`src/rtl/matrix_pkg.sv`:
```
// Shared constants and types for the matrix entry loader.
//   DIM            rows = cols of each operand matrix
//   WIDTH          element width, matches the keypad encoder keycode
//   NELEM          elements per operand
//   IDX_W          width of the element index, which runs 0..NELEM
//   loader_state_t operand-loading sequence states
//   elem_t         one matrix element
package matrix_pkg;

    localparam int DIM   = 3;
    localparam int WIDTH = 9;
    localparam int NELEM = DIM * DIM;
    localparam int IDX_W = $clog2(NELEM + 1);

    typedef enum logic [1:0] {
        LOAD_A = 2'd0,
        LOAD_B = 2'd1,
        ISSUE  = 2'd2
    } loader_state_t;

    typedef logic [WIDTH-1:0] elem_t;

endpackage

```
`src/rtl/matrix_operand_reg.sv`:
```
// DIM*DIM x WIDTH operand register file, flat-packed with element k at
// [k*WIDTH +: WIDTH].
//   clk      system clock
//   nrst     asynchronous active-low reset, clears every element
//   i_we     write enable for the element selected by i_idx
//   i_idx    element index; values >= DIM*DIM never write
//   i_wdata  element write data
//   i_clr    synchronous clear of every element, takes priority over a write
//   o_mat    packed register contents
module matrix_operand_reg #(
    parameter int DIM   = matrix_pkg::DIM,
    parameter int WIDTH = matrix_pkg::WIDTH
) (
    input  logic                            clk,
    input  logic                            nrst,
    input  logic                            i_we,
    input  logic [$clog2(DIM*DIM+1)-1:0]    i_idx,
    input  logic [WIDTH-1:0]                i_wdata,
    input  logic                            i_clr,
    output logic [DIM*DIM*WIDTH-1:0]        o_mat
);

    localparam int NELEM = DIM * DIM;
    localparam int IDX_W = $clog2(NELEM + 1);

    logic [NELEM*WIDTH-1:0] r_mem;

    always_ff @(posedge clk or negedge nrst) begin
        if (!nrst) begin
            r_mem <= '0;
        end else if (i_clr) begin
            r_mem <= '0;
        end else if (i_we) begin
            for (int k = 0; k < NELEM; k++) begin
                if (i_idx == IDX_W'(k)) begin
                    r_mem[k*WIDTH +: WIDTH] <= i_wdata;
                end
            end
        end
    end

    assign o_mat = r_mem;

endmodule

```
`src/rtl/matrix_entry_loader.sv`:
```
// Matrix entry loader: fills operand A then operand B from keypad keycodes in
// row-major order and offers both to the matrix ALU with a valid/ready
// handshake.
//   clk           system clock
//   nrst          asynchronous active-low reset
//   keycode       encoder keycode, sampled when store_dig=1
//   store_dig     write keycode into the current element
//   enter         close operand A (ignored elsewhere)
//   result_ready  close operand B and offer operands to the ALU
//   alu_ready     ALU accepts operands
//   mat_a, mat_b  packed operands, element k at [k*WIDTH +: WIDTH]
//   mat_valid     operands stable and offered
//   sel_b         0 = filling A, 1 = filling B
//   elem_idx      next element index, saturates at DIM*DIM
//   ovf           one-cycle pulse when a store_dig was dropped
//
// state  | meaning
// LOAD_A | writing operand A elements
// LOAD_B | writing operand B elements
// ISSUE  | operands frozen; mat_valid raised one cycle after entry, held until alu_ready
module matrix_entry_loader #(
    parameter int DIM   = matrix_pkg::DIM,
    parameter int WIDTH = matrix_pkg::WIDTH
) (
    input  logic                            clk,
    input  logic                            nrst,
    input  logic [WIDTH-1:0]                keycode,
    input  logic                            store_dig,
    input  logic                            enter,
    input  logic                            result_ready,
    input  logic                            alu_ready,
    output logic [DIM*DIM*WIDTH-1:0]        mat_a,
    output logic [DIM*DIM*WIDTH-1:0]        mat_b,
    output logic                            mat_valid,
    output logic                            sel_b,
    output logic [$clog2(DIM*DIM+1)-1:0]    elem_idx,
    output logic                            ovf
);

    import matrix_pkg::*;

    localparam int                  NELEM_L  = DIM * DIM;
    localparam int                  IDX_W_L  = $clog2(NELEM_L + 1);
    localparam logic [IDX_W_L-1:0]  IDX_FULL = IDX_W_L'(NELEM_L);

    loader_state_t          r_state;
    logic [IDX_W_L-1:0]     r_idx;
    logic                   r_sel_b;
    logic                   r_valid;
    logic                   r_ovf;

    logic                   w_store_ok;
    logic                   w_we_a;
    logic                   w_we_b;
    logic                   w_accept;

    // A store lands only while loading and while the operand still has room.
    assign w_store_ok = store_dig && (r_state != ISSUE) && (r_idx != IDX_FULL);
    assign w_we_a     = w_store_ok && (r_state == LOAD_A);
    assign w_we_b     = w_store_ok && (r_state == LOAD_B);
    assign w_accept   = (r_state == ISSUE) && r_valid && alu_ready;

    always_ff @(posedge clk or negedge nrst) begin
        if (!nrst) begin
            r_state <= LOAD_A;
            r_idx   <= '0;
            r_sel_b <= 1'b0;
            r_valid <= 1'b0;
            r_ovf   <= 1'b0;
        end else begin
            r_ovf <= store_dig && !w_store_ok;
            case (r_state)
                LOAD_A: begin
                    // A store in the same cycle as enter still lands in A.
                    if (enter) begin
                        r_state <= LOAD_B;
                        r_idx   <= '0;
                        r_sel_b <= 1'b1;
                    end else if (w_store_ok) begin
                        r_idx <= r_idx + IDX_W_L'(1);
                    end
                end
                LOAD_B: begin
                    if (w_store_ok) begin
                        r_idx <= r_idx + IDX_W_L'(1);
                    end
                    if (result_ready) begin
                        r_state <= ISSUE;
                    end
                end
                ISSUE: begin
                    if (w_accept) begin
                        r_state <= LOAD_A;
                        r_idx   <= '0;
                        r_sel_b <= 1'b0;
                        r_valid <= 1'b0;
                    end else begin
                        r_valid <= 1'b1;
                    end
                end
                default: begin
                    r_state <= LOAD_A;
                    r_idx   <= '0;
                    r_sel_b <= 1'b0;
                    r_valid <= 1'b0;
                end
            endcase
        end
    end

    matrix_operand_reg #(.DIM(DIM), .WIDTH(WIDTH)) u_reg_a (
        .clk     (clk),
        .nrst    (nrst),
        .i_we    (w_we_a),
        .i_idx   (r_idx),
        .i_wdata (keycode),
        .i_clr   (w_accept),
        .o_mat   (mat_a)
    );

    matrix_operand_reg #(.DIM(DIM), .WIDTH(WIDTH)) u_reg_b (
        .clk     (clk),
        .nrst    (nrst),
        .i_we    (w_we_b),
        .i_idx   (r_idx),
        .i_wdata (keycode),
        .i_clr   (w_accept),
        .o_mat   (mat_b)
    );

    assign mat_valid = r_valid;
    assign sel_b     = r_sel_b;
    assign elem_idx  = r_idx;
    assign ovf       = r_ovf;

endmodule

```
`config.mk`:
```
export PLATFORM = sky130hd
export DESIGN_NAME = matrix_entry_loader
export DESIGN_NICKNAME = d
export VERILOG_FILES = /design/src/rtl/matrix_pkg.sv /design/src/rtl/matrix_operand_reg.sv /design/src/rtl/matrix_entry_loader.sv
export SDC_FILE = /design/constraint.sdc
export NUM_CORES = 1
export LEC_CHECK = 0
export CAP_MARGIN = 10
export CORE_MARGIN = 2
export CORE_UTILIZATION = 38
export DETAILED_ROUTE_END_ITERATION = 16
export REMOVE_ABC_BUFFERS = 1
export SLEW_MARGIN = 5
export SYNTH_ARGS = -nofsm -noshare
export SYNTH_HDL_FRONTEND = slang
export SYNTH_SLANG_ARGS = --single-unit
```
`constraint.sdc`:
```
create_clock -name clk -period 2.6 [get_ports clk]
set_clock_uncertainty 0.1 [all_clocks]
set_input_delay 0.52 -clock clk [delete_from_list [all_inputs] [get_ports clk]]
set_output_delay 0.52 -clock clk [all_outputs]
set_load 0.05 [all_outputs]
```
Word-level counts from Yosys, hierarchy flattened --
Index checks and enable logic that the tools add are counted.
Storage, ports and cells: register bits 171, bits of input ports 15, logic and storage cells 108
Cells by class: add/sub/neg operators 1, eq/ne operators 15, muxes and demuxes 26, bitwise operators 1, reductions and logical operators 42
Operators by type and width (number):
- $mux W81 | 4
- $mux W9 | 9
- $reduce_and A2 Y1 | 18
- $reduce_bool A2 Y1 | 11
- $eq A4 B3 Y1 const B | 4
- $mux W4 | 3
- $pmux W4 S3 | 1
- $eq A4 B2 Y1 const B | 2
- $logic_and A1 B1 Y1 | 7
- $mux W2 | 3
- $ne A2 B2 Y1 const B | 3
- $pmux W2 S3 | 1
- $reduce_and A3 Y1 | 2
- $add A4 B1 Y4 const B | 1
- $eq A4 B1 Y1 const B | 1
- $eq A4 B4 Y1 const B | 1
- $logic_not A4 Y1 | 1
- $ne A4 B4 Y1 const B | 1
- $mux W1 | 3
- $pmux W1 S3 | 1
- $eq A2 B1 Y1 const B | 1
- $eq A2 B2 Y1 const B | 1
- $logic_not A2 Y1 | 1
- $ne A2 B1 Y1 const B | 1
- 4 further kinds | 4

Longest topological paths before layout --
depth in word-level cells 6, gate-level depth with buffers 8, mapped depth without buffers 6

By module --
A second synthesis with hierarchy kept.
Second synthesis, totals: cells, all modules 638, area total of the unflattened synthesis 7777.5 µm²
Modules (own cells, without submodules):
- matrix_operand_reg (u_reg_b) | times used 1, cells each 295, area an instance 3653.5 µm², sequential area each 2026.9 µm²
- matrix_operand_reg (u_reg_a) | times used 1, cells each 294, area an instance 3642.2 µm², sequential area each 2026.9 µm²
- matrix_entry_loader | times used 1, cells each 49, area an instance 481.7 µm², sequential area each 225.2 µm²

Least setup slack after synthesis --
No wires, ideal clock.
path type register to register, start point register r_idx[1], in the netlist elem_idx[1], end point register u_reg_a.r_mem[79], in the netlist u_reg_a.o_mat[79], data arrival time 1.948 ns, required time 2.373 ns, slack 0.425 ns, cell stages (with the launch flop) 9, period minus slack after synthesis 2.175 ns, cell sequence dfrtp_1 -> inv_1 -> ha_1 -> buf_6 -> and3b_1 -> nand4b_4 -> buf_2 -> nand3_1 -> o21ai_1
On the way: word-level cells in the longest chain between the ends 5, elaborated cells on any way between the ends 7, classes of those cells 2 x eq/ne; 5 x reduce/logical
RTL lines:
- start: declaration | RTL line matrix_entry_loader.sv:47 | logic [IDX_W_L-1:0] r_idx;
- start signal: assignment | RTL line matrix_entry_loader.sv:80 | r_idx <= r_idx + IDX_W_L'(1);
- start signal: assignment | RTL line matrix_entry_loader.sv:85 | r_idx <= r_idx + IDX_W_L'(1);
- $ne A4 B4 Y1 | RTL line matrix_entry_loader.sv:58 | assign w_store_ok = store_dig && (r_state != ISSUE) && (r_idx != IDX_FULL);
- $logic_and A1 B1 Y1 | RTL line matrix_entry_loader.sv:58
- $logic_and A1 B1 Y1 | RTL line matrix_entry_loader.sv:59 | assign w_we_a = w_store_ok && (r_state == LOAD_A);
- $reduce_bool A2 Y1 (no source line)
- $reduce_and A2 Y1 (no source line) (*)
- end signal: indexed assignment | RTL line matrix_operand_reg.sv:36 | r_mem[k*WIDTH +: WIDTH] <= i_wdata;
- end: declaration | RTL line matrix_operand_reg.sv:26 | logic [NELEM*WIDTH-1:0] r_mem;
Mark *: on every way between the ends. The rest lies on a longest branch, timed or not. A chain may end at the register's enable or synchronous reset.

Worst setup path in the final report --
start point register r_idx[0], in the netlist elem_idx[0], end point output port elem_idx[0]
RTL lines:
- end: declaration | RTL line matrix_entry_loader.sv:36 | output logic [$clog2(DIM*DIM+1)-1:0] elem_idx,
No word-level cell between the ends.

==> run metrics <==
RePlAce Congestion=~0.83; DIE WIDTH=approximately 140 um; commonest non-fill, non-tap cell in the layout=clkdlybuf4s50_1; Synth Register Bits=171; CTS H-tree depth=4; Avg Cell Area, Syn=~12 sq um; Die ar.=between 0.015 and 0.02 sq mm; Inst Count DP=between 1000 and 1500; worst r2r src=elem_idx[1]$_DFFE_PN0N_; Tot Pwr=11.19 mW; Worst setup EP type=output pin; worst-case clock buffer depth=2; Synth cell types=37; critical path required time=1.98 ns; Slew Limit Fails=0; FILL cells=approximately 1600; post-cts resize count=0; Final Cycle Share=0.9226; routed via count=around 5500; Hold Path End=u_reg_a.o_mat[34]$_DFFE_PN0P_; Rel. slew slack=0.5908; routed wire length=19.74 mm; outcome=complete, no violations; Initial DRT Pass Iterations=4; DPL Wire Length=roughly 14 mm; DRC viols=0; Seq/Total Area, Yosys=0.5982; All-Layer GR Usage=0.2035; Final nets=slightly above 800; largest net degree at the start of global routing=79; slowest CP cell=clkdlybuf4s50_1; Reg2Reg Depth=6; minimum clock period after layout=between 2 and 2.5 ns; first-pass GRT wire length=roughly 31 mm; hold path start=u_reg_a.o_mat[34]$_DFFE_PN0P_; Max Cap Viol=0; highest routed layer=met4; FF-to-FF setup slack=0.59 ns; core area=0.01858 sq mm; vias per cell=about 5.3; wire length on met1=8.686 mm; Yosys top cell by area=dfrtp_1; final hold vios=0; Setup Total Neg Slack=0 ns; startpoint types=flip-flop; Critical Path, Cell by Cell=clkdlybuf4s50_1; unrepaired setup endpoints after global routing=no; initial antenna violation count=0; CP top delay family=buffers and inverters; Num CTS Buffers=17; Setup crit start=elem_idx[0]$_DFFE_PN0N_; row count=50; port bufs=183; worst hold path type=flip-flop to flip-flop; Ports=approximately 180; hold buffers post-CTS=1; post-synthesis cell count=around 620; setup violators final=0; met3 wire len=about 1.1 mm; clk sinks=171; pre-CTS setup slack=0.3207 ns; diodes inserted=0; CP arrival=approximately 1.8 ns; post-layout worst setup margin=~0.2 ns; commonest cells after routing, fill and taps aside=clkdlybuf4s50_1, dfrtp_1, nand3_1; Finished Layout Cells=1038; TritonCTS clock tree=yes; area share of the largest cell type after synthesis=0.5982; highest clock rate=~420 MHz; most area-consuming cells after synthesis=dfrtp_1, nand3_1, o21ai_1, buf_6, nand4_4; Worst Path Class, Setup=flip-flop to output pin; CTS root buffer=clkbuf_16; Initial Utilization=0.3850; wire per inst=19.01 um; layout cells sized above 1=0.1119; Worst Max-Slew Pin Slew=a little over 0.6 ns; routed wl met2=~9.6 mm; reg2reg end=u_reg_a.o_mat[77]$_DFFE_PN0P_; vias in the first global route=around 5400; PwrDens=1164 mW/mm^2; cell depth of the worst hold path=2; Worst path max stage delay=roughly 0.90 ns; Yosys Warn Count=0; Post-CTS Setup Bufs=0; drt initial violations=approximately 290; cell area after synthesis=0.007153 sq mm; crit-path max FO=6; area grow syn2layout=34.42%; static leakage=between 4 and 5 nW; Reg clk slew, reported paths=0.06 ns; Skew-Pair Late Insertion Delay=about 0.43 ns; Routed Antenna Nets=0; CP bufs+invs=1; GR Overflow Total=0; Peak supply drop=820.0 uV; Die H=about 140 um
[Yosys cell counts (all sizes together)]
cell	instances
clkbuf	3
o21ai	165
nor3b	1
nor2b	3
a21oi	2
nand2b	1
a211oi	1
buf	53
o22ai	1
nand4	8
and3b	1
ha	4
nor2	3
mux2i	1
nand3	174
nand3b	1
a22o	1
a21o	2
inv	3
nand4b	3
and2	2
and3	2
nand2	12
dfrtp	171
xnor2	1
[cell type report]
class | instances | area, sq um | share of cell area
clock inverter | 13 | 142.6 | 0.01483
tap | 234 | 292.8 | 0.03045
inverter | 3 | 11.26 | 0.001171
sequential | 171 | 4279 | 0.4450
timing repair buffer | 209 | 2091 | 0.2174
multi-input combinational | 389 | 2356 | 0.2450
clock buffer | 19 | 442.9 | 0.04606
[how the worst max path moves through the flow]
stage / end / cells after the start
global route: elem_idx[0] / 1
CTS: elem_idx[0] / 1
detailed placement: u_reg_a.o_mat[48]$_DFFE_PN0P_ / 6
floorplan: u_reg_a.o_mat[41]$_DFFE_PN0P_ / 3
global placement: u_reg_a.o_mat[71]$_DFFE_PN0P_ / 6
finish: elem_idx[0] / 1
[where the power goes]
part	total, mW	internal [mW]	switching [mW]
combinational	4.94	1.52	3.42
clock	2.50	1.44	1.06
sequential	3.75	3.28	0.463
[flip-flops by register name, summed over array words and instances (netlist names)]
| signal | flops |
|---|---|
| u_reg_b.o_mat | 81 |
| u_reg_a.o_mat | 81 |
| ovf | 1 |
| mat_valid | 1 |
| sel_b | 1 |
| elem_idx | 4 |
| r_state | 2 |
[logic make-up after synthesis]
family,share of synthesized area
buf+inv,0.07241
fa+ha+maj,0.006997
mux,0.001399
simple gates,0.1935
xor+xnor,0.001225
flops,0.5982
compound gates,0.1263
[tightest hold or removal path: stages (launching register included)]
cell and delay [ns]:
dfrtp_1 0.34, nand3_1 0.06, o21ai_1 0.07
[per-layer routing]
metal	GRT usage	up-vias
met4	0.06263	0
li1	-	2588
met2	0.3298	175
met5	0	-
met3	0.05197	22
met1	0.2705	2697
[per-stage QoR]
| stage | area [sq um] | utilization | hold WS, ns |
|---|---|---|---|
| 3_3_place_gp | 9020 | 0.4855 | 0.3784 |
| 2_1_floorplan | 6646 | - | 0.1244 |
| 4_1_cts | 9615 | 0.5175 | 0.4007 |
| 6_report | 9615 | 0.5175 | 0.4043 |
| 5_1_grt | 9615 | 0.5175 | 0.4397 |
| 3_5_place_dp | 9020 | 0.4855 | 0.3786 |
No activity file was read; power rests on OpenSTA's default activity.
